## config.mk

```make
export PLATFORM = sky130hd
export DESIGN_NAME = i2c_xact_ctrl
export DESIGN_NICKNAME = d
export VERILOG_FILES = /design/src/rtl/i2c_xact_ctrl.sv
export SDC_FILE = /design/constraint.sdc
export NUM_CORES = 1
export LEC_CHECK = 0
export BUFFER_PORTS_ARGS = -buffer_cell sky130_fd_sc_hd__buf_4
export CORE_UTILIZATION = 30
export CTS_BUF_LIST = sky130_fd_sc_hd__clkbuf_8
export CTS_CLUSTER_SIZE = 28
export DETAILED_ROUTE_END_ITERATION = 12
export PLACE_DENSITY = 0.59
export SLEW_MARGIN = 20
export SYNTH_ARGS = -nofsm -noshare
export SYNTH_HDL_FRONTEND = slang
export SYNTH_SLANG_ARGS = --single-unit
```

## constraint.sdc

```tcl
create_clock -name PCLK -period 2.7 [get_ports PCLK]
set_clock_uncertainty 0.2 [all_clocks]
set_input_delay 0.135 -clock PCLK [delete_from_list [all_inputs] [get_ports PCLK]]
set_output_delay 0.135 -clock PCLK [all_outputs]
set_load 0.005 [all_outputs]
```

## src/rtl/i2c_xact_ctrl.sv

```systemverilog
// Transaction sequencer: turns one register-style I2C write or read into a
// stream of START/WRITE/READ/STOP bit commands for the bit-level engine.
module i2c_xact_ctrl #(
  parameter int NACK_ABORT = 1
) (
  input  logic       PCLK,
  input  logic       PRESETn,
  input  logic       start,
  input  logic       rw,
  input  logic [6:0] dev_addr,
  input  logic [7:0] reg_addr,
  input  logic [7:0] wdata,
  output logic       busy,
  output logic       done,
  output logic [7:0] rdata,
  output logic       nack_err,
  output logic [1:0] bit_cmd,
  output logic       bit_wdata,
  output logic       bit_valid,
  input  logic       bit_ready,
  input  logic       bit_done,
  input  logic       bit_rdata
);
  typedef enum logic [3:0] {
    S_IDLE, S_START, S_TX_BYTE, S_TX_ACK, S_RSTART,
    S_RX_BYTE, S_RX_NACK, S_STOP, S_DONE
  } state_t;

  localparam logic [1:0] CMD_START = 2'b00;
  localparam logic [1:0] CMD_STOP  = 2'b01;
  localparam logic [1:0] CMD_WRITE = 2'b10;
  localparam logic [1:0] CMD_READ  = 2'b11;

  state_t     state, state_nx;
  logic       accept, step, abort_now;
  logic       outstanding, nack_seen;
  logic [2:0] bit_cnt;
  logic [1:0] byte_idx;
  logic       rw_lat;
  logic [6:0] dev_lat;
  logic [7:0] reg_lat, wdata_lat, tx_shift, rx_shift;

  function automatic logic issues_cmd(input state_t s);
    return !(s == S_IDLE || s == S_DONE);
  endfunction

  assign accept    = start && (state == S_IDLE);
  // bit_done only counts once the command was accepted in an earlier cycle
  assign step      = outstanding && bit_done;
  assign abort_now = (NACK_ABORT != 0) && bit_rdata;
  assign busy      = (state != S_IDLE);
  assign done      = (state == S_DONE);

  always_ff @(posedge PCLK) begin
    if (!PRESETn) state <= S_IDLE;
    else          state <= state_nx;
  end

  always_comb begin
    state_nx  = state;
    bit_cmd   = CMD_START;
    bit_wdata = 1'b1;
    case (state)
      S_IDLE:    if (accept) state_nx = S_START;
      S_START: begin
        bit_cmd = CMD_START;
        if (step) state_nx = S_TX_BYTE;
      end
      S_TX_BYTE: begin
        bit_cmd   = CMD_WRITE;
        bit_wdata = tx_shift[7];
        if (step && bit_cnt == 3'd7) state_nx = S_TX_ACK;
      end
      S_TX_ACK: begin
        bit_cmd = CMD_READ;
        if (step) begin
          if (abort_now) state_nx = S_STOP;
          else begin
            case (byte_idx)
              2'd0:    state_nx = S_TX_BYTE;
              2'd1:    state_nx = rw_lat ? S_RSTART : S_TX_BYTE;
              default: state_nx = rw_lat ? S_RX_BYTE : S_STOP;
            endcase
          end
        end
      end
      S_RSTART: begin
        bit_cmd = CMD_START;
        if (step) state_nx = S_TX_BYTE;
      end
      S_RX_BYTE: begin
        bit_cmd = CMD_READ;
        if (step && bit_cnt == 3'd7) state_nx = S_RX_NACK;
      end
      S_RX_NACK: begin
        bit_cmd   = CMD_WRITE;
        bit_wdata = 1'b1;
        if (step) state_nx = S_STOP;
      end
      S_STOP: begin
        bit_cmd = CMD_STOP;
        if (step) state_nx = S_DONE;
      end
      S_DONE:  state_nx = S_IDLE;
      default: state_nx = S_IDLE;
    endcase
  end

  always_ff @(posedge PCLK) begin
    if (!PRESETn) begin
      bit_valid   <= 1'b0;
      outstanding <= 1'b0;
      rdata       <= 8'h00;
      nack_err    <= 1'b0;
      nack_seen   <= 1'b0;
      bit_cnt     <= 3'd0;
      byte_idx    <= 2'd0;
    end else begin
      bit_valid   <= accept || (step && issues_cmd(state_nx)) || (bit_valid && !bit_ready);
      outstanding <= (bit_valid && bit_ready) || (outstanding && !bit_done);
      if (accept) begin
        nack_seen <= 1'b0;
        nack_err  <= 1'b0;
        bit_cnt   <= 3'd0;
        byte_idx  <= 2'd0;
      end
      if (step) begin
        case (state)
          S_TX_BYTE, S_RX_BYTE: bit_cnt <= bit_cnt + 3'd1;
          S_TX_ACK: begin
            byte_idx <= byte_idx + 2'd1;
            if (bit_rdata) nack_seen <= 1'b1;
          end
          S_STOP: begin
            rdata    <= rx_shift;
            nack_err <= nack_seen;
          end
          default: ;
        endcase
      end
    end
  end

  // Transaction fields and shift registers carry no reset; they are loaded before use
  always_ff @(posedge PCLK) begin
    if (accept) begin
      rw_lat    <= rw;
      dev_lat   <= dev_addr;
      reg_lat   <= reg_addr;
      wdata_lat <= wdata;
      rx_shift  <= 8'h00;
    end
    if (step) begin
      case (state)
        S_START:   tx_shift <= {dev_lat, 1'b0};
        S_RSTART:  tx_shift <= {dev_lat, 1'b1};
        S_TX_BYTE: tx_shift <= {tx_shift[6:0], 1'b0};
        S_TX_ACK:  tx_shift <= (byte_idx == 2'd0) ? reg_lat : wdata_lat;
        S_RX_BYTE: rx_shift <= {rx_shift[6:0], bit_rdata};
        default: ;
      endcase
    end
  end
endmodule
```

==> summary.txt <==
Outcome
  • Status: completed

Power
  • Power per Cell Area: 574.1 mW/mm^2
  • LEAKAGE: between 1 and 1.5 nW
  • PnR Total Power: between 2 and 2.5 mW
  • Maximum VDD drop: 262.4 uV

CTS
  • CTS Buf Count: 9
  • Root Buffer: clkbuf_8
  • CTS tree: built
  • # H-tree levels: 3
  • Clk pin slew, worst setup/hold paths: roughly 0.070 ns
  • Worst-Skew Late Latency: about 0.33 ns
  • Clock Path Buffers: 2
  • Sink Count: approximately 60

Setup path
  • Setup CP Type: flip-flop to flip-flop
  • Critical path launch point: byte_idx[0]
  • R2r startpoint: byte_idx[0]
  • Critical Path RT: between 2 and 3 ns
  • Crit Path Max Fanout: 3
  • Startpoint types: flip-flop
  • Arrival time worst endpoint: between 2 and 3 ns
  • Worst Setup End Kind: flip-flop

Timing
  • Final hold vios: 0
  • Unrepaired setup endpoints after global routing: no
  • Final period util: 0.9370
  • Slew @ Worst Pin: approximately 0.47 ns
  • Slew margin rel.: 0.6836
  • Final worst-path setup slack: ~0.17 ns
  • Max-slew violation count: 0
  • Final setup viols: 0
  • F_max: 0.3953 GHz
  • Min Clock Period, post-route: approximately 2.5 ns
  • Setup TNS: 0 ns

GRT
  • Met3 usage: 0.03318
  • Tot GR Track Use: 0.1366
  • Vias in the first global route: approximately 1,800
  • Initial antenna violation count: 0
  • Met2 Use GR: 0.2095
  • First-pass GRT wire length: 9170 um
  • Met1 GRT Util: 0.1778
  • Top Usage Layer GRT: met2
  • Grt ovf: 0
  • Largest net degree at the start of global routing: 26

Place
  • DP Area: slightly above 0.003 sq mm
  • Post-DP HPWL: about 3800 um
  • Worst slack at placement: 0.4873 ns
  • Global placement routability congestion: around 0.86
  • PortBufs: between 40 and 50

Route
  • DRC violations left: 0
  • Vias: between 1,500 and 2,000
  • First-pass DRT Iterations: 4
  • ANT nets after route: 0
  • Initial DRC Count: 95
  • Routed len/inst: 13.41 um
  • Post-DR vias/cell: roughly 4.7
  • Final wirelength: between 5000 and 6000 um

Floorplan
  • I/O pin total: 45
  • Die height: between 90 and 100 um
  • Die footprint: roughly 0.009 sq mm
  • Die Wd: 95.90 um
  • Initial Util: 0.3156
  • Cell row count: 33
  • Core area: ~0.0084 sq mm

Yosys
  • Top-area cell type share of the netlist area: 0.3633
  • Sequential fraction of the synthesis area: 0.5828
  • Net Count, Synth: 265
  • Synth async-reset ratio: 0
  • Top-count cell post-synth: edfxtp_1
  • Synth area leader: edfxtp_1
  • Synthesized cell area: about 0.0026 sq mm
  • Post-synth top cells: 32 x edfxtp_1, 30 x nand2_1, 29 x dfxtp_1, 15 x nor2_1, 12 x a21oi_1
  • Syn avg cell area: between 10 and 15 sq um
  • Post-synth EDFFs: 32
  • Syn. warnings: 0
  • Top post-synthesis cells by area: edfxtp_1 36%, dfxtp_1 22%, nand2_1 4.3%
  • Main synth FF type: edfxtp_1
  • Unique masters post-synth: 52
  • Register bit total from synthesis: between 60 and 70
  • Post-Synthesis Cells: 231

Finish
  • Core Util, Final: 0.4317
  • Diode count: 0
  • Fin nets: ~350
  • Cell area after layout: approximately 0.0036 sq mm
  • P&R area growth vs syn: 36.80%
  • Layout cells sized above 1: 0.2627

Min path
  • Hold Crit Class: input pin to flip-flop
  • Hold Crit Start: start

Run
  • Max-Cap Viols: 0
==> report_power, final <==
group	switching, mW	total [mW]	internal [mW]
clock network	0.365	0.888	0.523
logic	0.0737	0.164	0.0904
registers	0.0158	1.03	1.01
==> per-stage QoR <==
stage               instances  hold WS [ns]
detailed placement        373        0.1143
finish                    421        0.1042
CTS                       420       0.08199
floorplan                 231       0.03387
global placement          373        0.1152
global route              421        0.1493
==> final timing paths <==
kind / slack, ns / to / cells past startpoint
worst max register to register: 0.17 / bit_valid / 8
worst min-delay path: 0.10 / nack_err / 4
worst min register to register: 0.25 / rdata[6] / 2
worst max-delay path: 0.17 / bit_valid / 8
==> state kept, by name (all words and copies together) (netlist names), 2 cells and up <==
| name | cells |
|---|---|
| bit_cnt | 3 |
| state | 4 |
| rx_shift | 8 |
| rdata | 8 |
| tx_shift | 8 |
| reg_lat | 8 |
| byte_idx | 2 |
| dev_lat | 7 |
| wdata_lat | 8 |
==> layer usage <==
| layer | up-vias | part of all wire |
|---|---|---|
| li1 | 1007 | - |
| met1 | 904 | 0.47 |
| met2 | 49 | 0.46 |
| met3 | 15 | 0.037 |
| met4 | 0 | 0.027 |
| met5 | - | 0 |
==> critical path, cell delays in order, from the launching register on <==
cell,delay [ns]
dfxtp_2,0.35
inv_1,0.04
ha_1,0.19
or3b_1,0.38
a211o_1,0.34
a21oi_2,0.14
o311ai_1,0.09
o2bb2ai_1,0.13
dlygate4sd3_1,0.55
==> cells in the final DEF, fill, tap and decap left out, types with 2 or more instances in the layout <==
cell type      synthesis  routed
buf_4                  2      49
edfxtp_1              32      32
dlygate4sd3_1          0      31
nand2_1               30      30
dfxtp_1               29      25
nor2_1                15      15
a21oi_1               12      12
mux2i_1                9       9
a21boi_1               9       9
clkbuf_8               0       9
a22o_1                 8       8
nand2b_1               7       7
o21ai_0                7       7
and3_1                 6       6
o21a_1                 4       4
ha_1                   4       4
dfxtp_2                0       4
inv_1                  4       3
nor2_2                 3       3
nor2b_1                3       3
clkinvlp_4             0       2
xor2_1                 2       2
nor3_1                 2       2
nand3_1                2       2
o311ai_1               2       2
o21ai_1                2       2
a22oi_1                2       2
bufinv_16              0       2
clkinv_4               0       2
==> layout make-up <==
class                           count  area [sq um]
Clock inverter                      7         98.84
Tap cell                          105         131.4
Fill cell                         780          4763
Clock buffer                        9         123.9
Sequential cell                    61          1546
Inverter                            4         18.77
Multi-Input combinational cell    155          1021
Timing Repair Buffer               80         678.2
==> cell families (layout without fill, tap and decap cells) <==
| group | count (synthesis) | after routing | synth area share |
|---|---|---|---|
| simple gates | 82 | 82 | 0.1670 |
| flops | 61 | 61 | 0.5828 |
| compound gates | 58 | 58 | 0.1594 |
| buf+inv | 15 | 100 | 0.03121 |
| mux | 9 | 9 | 0.03406 |
| fa+ha+maj | 4 | 4 | 0.01892 |
| xor+xnor | 2 | 2 | 0.006624 |
==> what timing repair did <==
item,CTS,global route
resized for setup,0,5
endpoints found under the setup margin,0,1
setup buffers,0,1
hold endpoints to repair,46,0
hold buffers,31,0
(Power assumes the default switching activity.)
